<file path="src/rtl/fifo_sync_param.sv">
// -----------------------------------------------------------------------------
// fifo_sync_param
//   Single-clock FIFO with configurable width and depth, registered level and
//   status flags, sticky overflow/underflow indicators, and a choice between a
//   registered read port and a first-word-fall-through read port.
//
// Parameters
//   DATASIZE   : word width in bits
//   ADDRSIZE   : address bits, depth = 2**ADDRSIZE
//   FWFT       : 0 = RDATA_O loads the popped word one cycle after a read
//                1 = RDATA_O shows the head word whenever the FIFO is not empty
//   AFULL_THR  : AWFULL_O is high while LEVEL_O >= AFULL_THR
//   AEMPTY_THR : AREMPTY_O is high while LEVEL_O <= AEMPTY_THR
//
// Ports
//   CLK_I     in   clock, all state changes on the rising edge
//   RST_I     in   synchronous active-high reset
//   WDATA_I   in   write data
//   WINC_I    in   write request
//   WFULL_O   out  FIFO full
//   AWFULL_O  out  almost full
//   RINC_I    in   read request
//   RDATA_O   out  read data
//   REMPTY_O  out  FIFO empty
//   AREMPTY_O out  almost empty
//   LEVEL_O   out  occupancy, 0 .. 2**ADDRSIZE
//   OVF_O     out  sticky: write attempted while full
//   UDF_O     out  sticky: read attempted while empty
// -----------------------------------------------------------------------------
module fifo_sync_param #(
    parameter int DATASIZE   = 8,
    parameter int ADDRSIZE   = 4,
    parameter int FWFT       = 0,
    parameter int AFULL_THR  = (1 << ADDRSIZE) - 2,
    parameter int AEMPTY_THR = 2
) (
    input  logic                CLK_I,
    input  logic                RST_I,
    input  logic [DATASIZE-1:0] WDATA_I,
    input  logic                WINC_I,
    output logic                WFULL_O,
    output logic                AWFULL_O,
    input  logic                RINC_I,
    output logic [DATASIZE-1:0] RDATA_O,
    output logic                REMPTY_O,
    output logic                AREMPTY_O,
    output logic [ADDRSIZE:0]   LEVEL_O,
    output logic                OVF_O,
    output logic                UDF_O
);

    localparam int                DEPTH      = 1 << ADDRSIZE;
    localparam logic [ADDRSIZE:0] FULL_LVL   = (ADDRSIZE + 1)'(DEPTH);
    localparam logic [ADDRSIZE:0] AFULL_LVL  = (ADDRSIZE + 1)'(AFULL_THR);
    localparam logic [ADDRSIZE:0] AEMPTY_LVL = (ADDRSIZE + 1)'(AEMPTY_THR);
    localparam logic [ADDRSIZE:0] ONE        = (ADDRSIZE + 1)'(1);

    logic [DATASIZE-1:0] mem [DEPTH];

    logic [ADDRSIZE:0]   wptr;
    logic [ADDRSIZE:0]   rptr;
    logic [ADDRSIZE:0]   rptr_next;
    logic [ADDRSIZE:0]   level;
    logic [DATASIZE-1:0] rdata;
    logic                ovf;
    logic                udf;
    logic                full;
    logic                empty;
    logic                wr_en;
    logic                rd_en;

    // Flags decode the registered level, so they are glitch-free and
    // consistent with LEVEL_O in every cycle.
    assign full  = (level == FULL_LVL);
    assign empty = (level == '0);

    // A write while full or a read while empty is dropped; that also resolves
    // the simultaneous read+write corner cases at the two boundaries.
    assign wr_en = WINC_I && !full  && !RST_I;
    assign rd_en = RINC_I && !empty && !RST_I;

    assign rptr_next = rd_en ? rptr + ONE : rptr;

    // NOTE: the storage array has no reset; the pointers define which words
    // are valid, so clearing them is enough to discard the contents and the
    // array can map onto plain RAM.
    always_ff @(posedge CLK_I) begin
        if (wr_en) begin
            mem[wptr[ADDRSIZE-1:0]] <= WDATA_I;
        end
    end

    // NOTE: all state is updated with non-blocking assignments so every
    // register samples the values from before the clock edge.
    always_ff @(posedge CLK_I) begin
        if (RST_I) begin
            wptr  <= '0;
            rptr  <= '0;
            level <= '0;
            ovf   <= 1'b0;
            udf   <= 1'b0;
        end else begin
            if (wr_en) begin
                wptr <= wptr + ONE;
            end
            rptr <= rptr_next;

            case ({wr_en, rd_en})
                2'b10:   level <= level + ONE;
                2'b01:   level <= level - ONE;
                default: level <= level;
            endcase

            if (WINC_I && full) begin
                ovf <= 1'b1;
            end
            if (RINC_I && empty) begin
                udf <= 1'b1;
            end
        end
    end

    generate
        if (FWFT != 0) begin : g_fwft
            // The output register is reloaded every cycle with whatever will
            // be the head word after this edge. When that slot is being
            // written in the same cycle (first write into an empty FIFO, or
            // read+write at level 1), the array does not hold it yet, so the
            // incoming word is forwarded instead.
            logic [ADDRSIZE-1:0] head_idx;
            logic                bypass;

            assign head_idx = rptr_next[ADDRSIZE-1:0];
            assign bypass   = wr_en && (wptr[ADDRSIZE-1:0] == head_idx);

            always_ff @(posedge CLK_I) begin
                if (RST_I) begin
                    rdata <= '0;
                end else begin
                    rdata <= bypass ? WDATA_I : mem[head_idx];
                end
            end
        end else begin : g_reg
            // A read can only target a slot already written in an earlier
            // cycle (the FIFO is not empty and a full FIFO drops writes), so
            // no forwarding is needed here.
            always_ff @(posedge CLK_I) begin
                if (RST_I) begin
                    rdata <= '0;
                end else if (rd_en) begin
                    rdata <= mem[rptr[ADDRSIZE-1:0]];
                end
            end
        end
    endgenerate

    assign RDATA_O   = rdata;
    assign LEVEL_O   = level;
    assign WFULL_O   = full;
    assign REMPTY_O  = empty;
    assign AWFULL_O  = (level >= AFULL_LVL);
    assign AREMPTY_O = (level <= AEMPTY_LVL);
    assign OVF_O     = ovf;
    assign UDF_O     = udf;

endmodule
</file>
<file path="config.mk">
export PLATFORM = sky130hd
export DESIGN_NAME = fifo_sync_param
export DESIGN_NICKNAME = d
export VERILOG_FILES = /design/src/rtl/fifo_sync_param.sv
export SDC_FILE = /design/constraint.sdc
export NUM_CORES = 1
export LEC_CHECK = 0
export CAP_MARGIN = 20
export CORE_MARGIN = 2
export CORE_UTILIZATION = 54
export DETAILED_ROUTE_END_ITERATION = 6
export PLACE_DENSITY = 0.76
export SETUP_SLACK_MARGIN = 0.3
export SLEW_MARGIN = 20
export SYNTH_ARGS = -nofsm -noshare
export SYNTH_HDL_FRONTEND = slang
export SYNTH_SLANG_ARGS = --single-unit
</file>
<file path="constraint.sdc">
create_clock -name CLK_I -period 3 [get_ports CLK_I]
set_clock_uncertainty 0.05 [all_clocks]
set_input_delay 0.6 -clock CLK_I [delete_from_list [all_inputs] [get_ports CLK_I]]
set_output_delay 0.6 -clock CLK_I [all_outputs]
set_load 0.005 [all_outputs]
</file>
==> impl_metrics.toml, run 1 <==
[status]
status = "complete, no violations"

[synth]
yosysTopAreaCell = "edfxtp_1"
synthArstFlopShare_pct = 0
synth_area_leaders = "edfxtp_1, mux2i_1, dfxtp_1"
synth_top_area_share_pct = 62.75
synth_seq_area_share_pct = 70.26
synth_warnings = 0
syn-num-nets = 420
synth_edf_count = 128
syn_avg_cell_area_um2 = 15.39
syn_area_um2 = 6126
postSynthCellCount = 398
synthFlopType = "edfxtp_1"
ys_types = 45
synth_seq_cells = 151

[clocking]
cts_max_level = 4
clkSlewWorstSetupHoldPaths_ps = 60
clkLatencyLatePin_ps = 410
cts_tree = "built"
numCtsBuffers = 17
clk_path_buf_depth = 2
root_buffer = "clkbuf_16"
cts_sinks = 151

[worst_setup_path]
end_kind = "output port"
critPathMaxStageDelay_ps = 520
critPathLaunchType = "flip-flop"
crit_arrival_ps = 1970
path_max_fanout = 6
path_cells = "or3_4 > buf_4 > nor2_1 > clkdlybuf4s50_1"
path_buf_inv = 2
critical-path-slowest-cell = "clkdlybuf4s50_1"
cp.required_ps = 2350
critPathKind = "flip-flop to output port"
crit_family = "buffers and inverters"

[job]
maxCapViolCount = 0

[global_route]
first_global_vias = 3574
grt_pass1_wl_um = 19460
antenna_found_initial = 0
grt_usage_pct = 20.97
grt_overflow = 0
grt_max_degree = 33

[final_layout]
mostFrequentLayoutCells = "edfxtp_1, mux2i_1, buf_4"
stdcell_area_um2 = 7387
nets = 481
stdcell_count = 612
drive_above_1_share_pct = 19.07
final_common_cell = "edfxtp_1"
syn2layout_area_growth_pct = 20.59
post-route-util_pct = 67.55
n_antenna_cell = 0

[pwr]
peakVddDrop_v = 0.0004842
p_switching_mw = 1.128
power_frac_clock_pct = 42.1
seq_power_share_pct = 48.9
leakagePower_nw = 2.458
cell_internal_pwr_mw = 3.732
sw_frac_of_total_pct = 23.21
pwr-share-comb_pct = 9.0
power_density_nw_per_um2 = 657.8

[floorplanning]
num_rows = 38
num_io_pins = 31
die_w_um = 110.5
dieArea_um2 = 12210
die_h_um = 110.5
fp.coreArea_um2 = 10940
initial_utilization_pct = 56.02

[hold_path]
hp-class = "flip-flop to flip-flop"

[sta]
finalSetupTns_ps = 0
fin_ws_ps = 382.0
min_period_over_period_pct = 87.27
setup_viol = 0
worst_pin_slew_ps = 745.0
max_freq_mhz = 382.0
relSlewSlack_pct = 50.27
finalMaxSlewViolations = 0
final.min_clock_period_ps = 2618
rsz0062_at_grt = "true"
hold_viol_final = 0

[place]
placed_area_um2 = 6764
dpl.cell_count = 577
hpwl_um = 8190
dpl_worst_slack_ps = -124.7
port_buffers = 30
place_congestion = 0.8060

[route]
finalWirelength_um = 12430
wl_per_cell_um = 20.32
postRouteAntennaNets = 0
viasPerCell = 5.801
dr_total_vias = 3550
firstDrtPassIters = 4
drc_errors = 0
drt_iter0_drc = 327
==> final timing paths <==
| kind | from | end | slack (ps) | cells past startpoint |
|---|---|---|---|---|
| min | OVF_O$_SDFFE_PP0P_ | OVF_O$_SDFFE_PP0P_ | 420 | 2 |
| min reg2reg | OVF_O$_SDFFE_PP0P_ | OVF_O$_SDFFE_PP0P_ | 420 | 2 |
| max | LEVEL_O[0]$_SDFFE_PP0P_ | REMPTY_O | 380 | 4 |
| max reg2reg | LEVEL_O[0]$_SDFFE_PP0P_ | LEVEL_O[4]$_SDFFE_PP0P_ | 400 | 9 |
==> metal layers <==
layer	GRT usage, %	routed length (um)	share of wire [%]
met2	33.37	6114	49
met4	8.250	236	1.9
met3	4.610	784	6.3
met1	28.44	5298	43
met5	0	0	0
==> repair_timing <==
| action | 4_1_cts | 5_1_grt |
|---|---|---|
| setup buffers | 0 | 3 |
| endpoints found under the setup margin | 0 | 3 |
| endpoints found under the hold margin | 0 | 0 |
| resized for setup | 0 | 7 |
| hold buffers | 0 | 0 |
==> cells by family (layout without fill, tap and decap cells) <==
group | count (synthesis) | count (layout) | synth area share, %
buffers and inverters | 31 | 105 | 2.492
flip-flops | 151 | 151 | 70.26
adder cells (fa/ha/maj) | 10 | 10 | 2.165
multiplexers | 65 | 65 | 11.68
XOR/XNOR | 9 | 9 | 1.287
AO/OA/AOI/OAI | 62 | 62 | 6.393
AND/OR/NAND/NOR | 70 | 70 | 5.719
==> through the flow <==
step / hold slack (ps) / power (mW)
6_report: 420.6 / 4.859
5_1_grt: 452.9 / 5.020
4_1_cts: 432.9 / 4.872
3_5_place_dp: 419.4 / 2.842
3_3_place_gp: 401.4 / 2.825
2_1_floorplan: 410.4 / 2.642
==> area by class of cell <==
class,count,area [um2]
clock buffer,19,442.9
clock inverter,13,135.1
fill,721,3548
inverter,6,22.52
multi-input combinational,216,1700
sequential,151,4315
tap,140,175.2
timing repair buffer,67,595.6
==> power by group through the flow <==
stage / logic, mW / registers, mW / clock network (mW)
final: 0.440 / 2.38 / 2.04
after global routing: 0.479 / 2.38 / 2.16
after CTS: 0.423 / 2.38 / 2.07
after detailed placement: 0.420 / 2.42 / 0
after global placement: 0.405 / 2.42 / 0
after floorplan: 0.240 / 2.40 / 0
==> cells in the mapped netlist, types with 2 or more instances <==
| cell type | n |
|---|---|
| a211oi_1 | 3 |
| a21o_1 | 2 |
| a21oi_1 | 11 |
| a31oi_1 | 4 |
| buf_1 | 2 |
| buf_2 | 7 |
| buf_4 | 3 |
| buf_6 | 2 |
| clkbuf_1 | 10 |
| dfxtp_1 | 23 |
| edfxtp_1 | 128 |
| ha_1 | 9 |
| inv_1 | 6 |
| mux2_2 | 2 |
| mux2i_1 | 58 |
| mux4_2 | 5 |
| nand2_1 | 5 |
| nand2b_1 | 3 |
| nand3_1 | 3 |
| nand3b_1 | 3 |
| nor2_1 | 32 |
| nor2b_1 | 3 |
| nor3_1 | 5 |
| nor4_1 | 6 |
| o211ai_1 | 2 |
| o21ai_0 | 7 |
| o22ai_1 | 26 |
| or3_1 | 3 |
| or3b_2 | 2 |
| xnor2_1 | 4 |
| xor2_1 | 5 |
==> registers in the layout, summed over array words and instances, names as in the netlist <==
register,count
rptr,4
RDATA_O,8
LEVEL_O,5
wptr,4
OVF_O,1
UDF_O,1
mem,128
==> worst reg2reg max path: stages, from the launching register on <==
cell and delay (ps):
dfxtp_4 360, or3_4 370, o21a_1 190, and2_4 140
ha_4 170, fa_2 360, a21o_1 190, a21oi_2 130
mux2i_1 200, mux2_2 340
Power figures use the tool's default switching activity.
==> run 2, diff against run 1 <==
--- a/config.mk
+++ b/config.mk
@@ -7,11 +7,11 @@
 export LEC_CHECK = 0
 export CAP_MARGIN = 20
 export CORE_MARGIN = 2
-export CORE_UTILIZATION = 54
+export CORE_UTILIZATION = 56
+export CTS_BUF_LIST = sky130_fd_sc_hd__clkbuf_8
 export DETAILED_ROUTE_END_ITERATION = 6
-export PLACE_DENSITY = 0.76
+export PLACE_DENSITY = 0.78
 export SETUP_SLACK_MARGIN = 0.3
-export SLEW_MARGIN = 20
 export SYNTH_ARGS = -nofsm -noshare
 export SYNTH_HDL_FRONTEND = slang
 export SYNTH_SLANG_ARGS = --single-unit
==> run 2 against run 1 <==
First-iteration DRC count is 0.31% lower. Design area decreased by 2.7%. Flip-flop and latch count unchanged. Critical endpoint is now LEVEL_O[4]$_SDFFE_PP0P_. Largest cell class unchanged.
==> impl_metrics.toml, run 2 (same netlist as run 1, synthesis figures left out) <==
[final_layout]
final_common_cell = "edfxtp_1"
mostFrequentLayoutCells = "edfxtp_1, mux2i_1, buf_4"
syn2layout_area_growth_pct = 17.38
nets = 483
largest_reg_flops = 128
stdcell_area_um2 = 7191
drive_above_1_share_pct = 19.41
n_antenna_cell = 0
fill_cells = 750

[worst_setup_path]
crit_path_start = "LEVEL_O[3]$_SDFFE_PP0P_"
r2r_end = "LEVEL_O[4]$_SDFFE_PP0P_"
critPathLaunchType = "flip-flop"
reg2reg_slack_ps = 360
path_max_fanout = 6
end_kind = "flip-flop"
critPathMaxStageDelay_ps = 380
r2r_start = "LEVEL_O[3]$_SDFFE_PP0P_"
critical-path-slowest-cell = "or3_4"
path_buf_inv = 0
path_cells = "or3_4 > o21a_1 > and2_4 > ha_4 > fa_2 > a21o_1 > a21oi_2 > mux2i_1 > mux2_2"
path_depth = 9
r2r.worst_path.cells = 9
critPathKind = "flip-flop to flip-flop"
crit_arrival_ps = 2930
crit_end = "LEVEL_O[4]$_SDFFE_PP0P_"
crit_family = "multiplexers"
cp.required_ps = 3290

[route]
drt_iter0_drc = 326
viasPerCell = 5.775
finalWirelength_um = 12490
drc_errors = 0
wl_per_cell_um = 20.34
postRouteAntennaNets = 0
firstDrtPassIters = 5
dr_total_vias = 3546

[sta]
setup_viol = 0
final.min_clock_period_ps = 2639
worst_pin_slew_ps = 761.3
hold_viol_final = 0
fin_ws_ps = 361.0
relSlewSlack_pct = 49.17
rsz0062_at_grt = "false"
finalMaxSlewViolations = 0
max_freq_mhz = 378.9
min_period_over_period_pct = 87.96

[clocking]
cts_max_level = 4
clkSlewWorstSetupHoldPaths_ps = 80
clk_path_buf_depth = 2
hold_buffers = 0
clkLatencyLatePin_ps = 450
root_buffer = "clkbuf_8"
cts_sinks = 151
cts_tree = "built"
numCtsBuffers = 17

[global_route]
grt_usage_pct = 22.44
grt_pass1_wl_um = 18610
first_global_vias = 3323
antenna_found_initial = 0
grt_max_degree = 40
grt_overflow = 0

[floorplanning]
num_io_pins = 31
num_rows = 38
die_w_um = 108.6
dieArea_um2 = 11790
fp.coreArea_um2 = 10750
die_h_um = 108.6
initial_utilization_pct = 57.01

[place]
hpwl_um = 8154
place_congestion = 0.7883
port_buffers = 30
placed_area_um2 = 6756
dpl_worst_slack_ps = -151.9

[pwr]
leakagePower_nw = 2.358
peakVddDrop_v = 0.0004536
power_density_nw_per_um2 = 600.3

[hold_path]
hp-class = "flip-flop to flip-flop"

[job]
maxCapViolCount = 0

[status]
status = "complete, no violations"
## run 2: cell count changes in the layout (fill, tap and decap cells not counted), sizes merged
cell          before  now
bufinv             1    2
clkbuf            19   17
buf               37   39
dlygate4sd2        0    2
inv               12    8
clkinvlp           2    5
clkinv             4    6
dlymetal6s2s       2    0
## run 2: per-layer routing
metal / wire (um) / vias up / part of all wire (%) / track usage (%)
met2: 6087 / 120 / 49 / 33.84
met4: 128 / 0 / 1.0 / 8.059
li1: - / 1657 / - / -
met1: 5420 / 1756 / 43 / 31.00
met3: 853 / 13 / 6.8 / 6.992
met5: 0 / - / 0 / 0
## run 2: report_power, final
part	internal [mW]	leakage, nW	switching [mW]
combinational	0.219	0.833	0.219
clock	0.739	0.182	0.767
sequential	2.32	1.34	0.0501
## run 2: area by class of cell
cell class                      instances  area, um2  area share, %
Sequential cell                       151       4313          59.98
Tap cell                              140      175.2          2.436
Clock inverter                         15      155.1          2.158
Timing Repair Buffer                   69      590.6          8.213
Clock buffer                           17      234.0          3.254
Inverter                                6      22.52         0.3132
Multi-Input combinational cell        216       1700          23.65
## run 2: through the flow
step	utilization, %	total power [mW]	cells	setup TNS [ps]	hold slack (ps)
2_1_floorplan	-	2.642	398	0	410.4
3_3_place_gp	62.88	2.821	578	-74.72	400.1
3_5_place_dp	62.88	2.837	578	-151.9	403.6
4_1_cts	66.48	4.318	610	0	423.0
5_1_grt	66.92	4.468	614	0	455.3
6_report	66.92	4.316	614	0	417.8
## run 2: worst reg2reg max path, stage by stage (launching register included)
cell and delay [ps]:
dfxtp_4 370, or3_4 380, o21a_1 190, and2_4 140, ha_4 170, fa_2 360, a21o_1 190, a21oi_2 120
mux2i_1 210, mux2_2 350
## run 2: worst min path at each step
stage	startpoint	to	slack, ps	depth (start not counted)
finish	OVF_O$_SDFFE_PP0P_	OVF_O$_SDFFE_PP0P_	420	2
detailed placement	OVF_O$_SDFFE_PP0P_	OVF_O$_SDFFE_PP0P_	400	2
global placement	OVF_O$_SDFFE_PP0P_	OVF_O$_SDFFE_PP0P_	400	2
global route	UDF_O$_SDFFE_PP0P_	UDF_O$_SDFFE_PP0P_	460	2
CTS	OVF_O$_SDFFE_PP0P_	OVF_O$_SDFFE_PP0P_	420	2
floorplan	OVF_O$_SDFFE_PP0P_	OVF_O$_SDFFE_PP0P_	410	2
## run 2: timing repair
item | CTS | global route
endpoints found under the setup margin | 2 | 2
setup buffers | 0 | 4
pin swaps | 0 | 6
gates resized for setup | 2 | 5
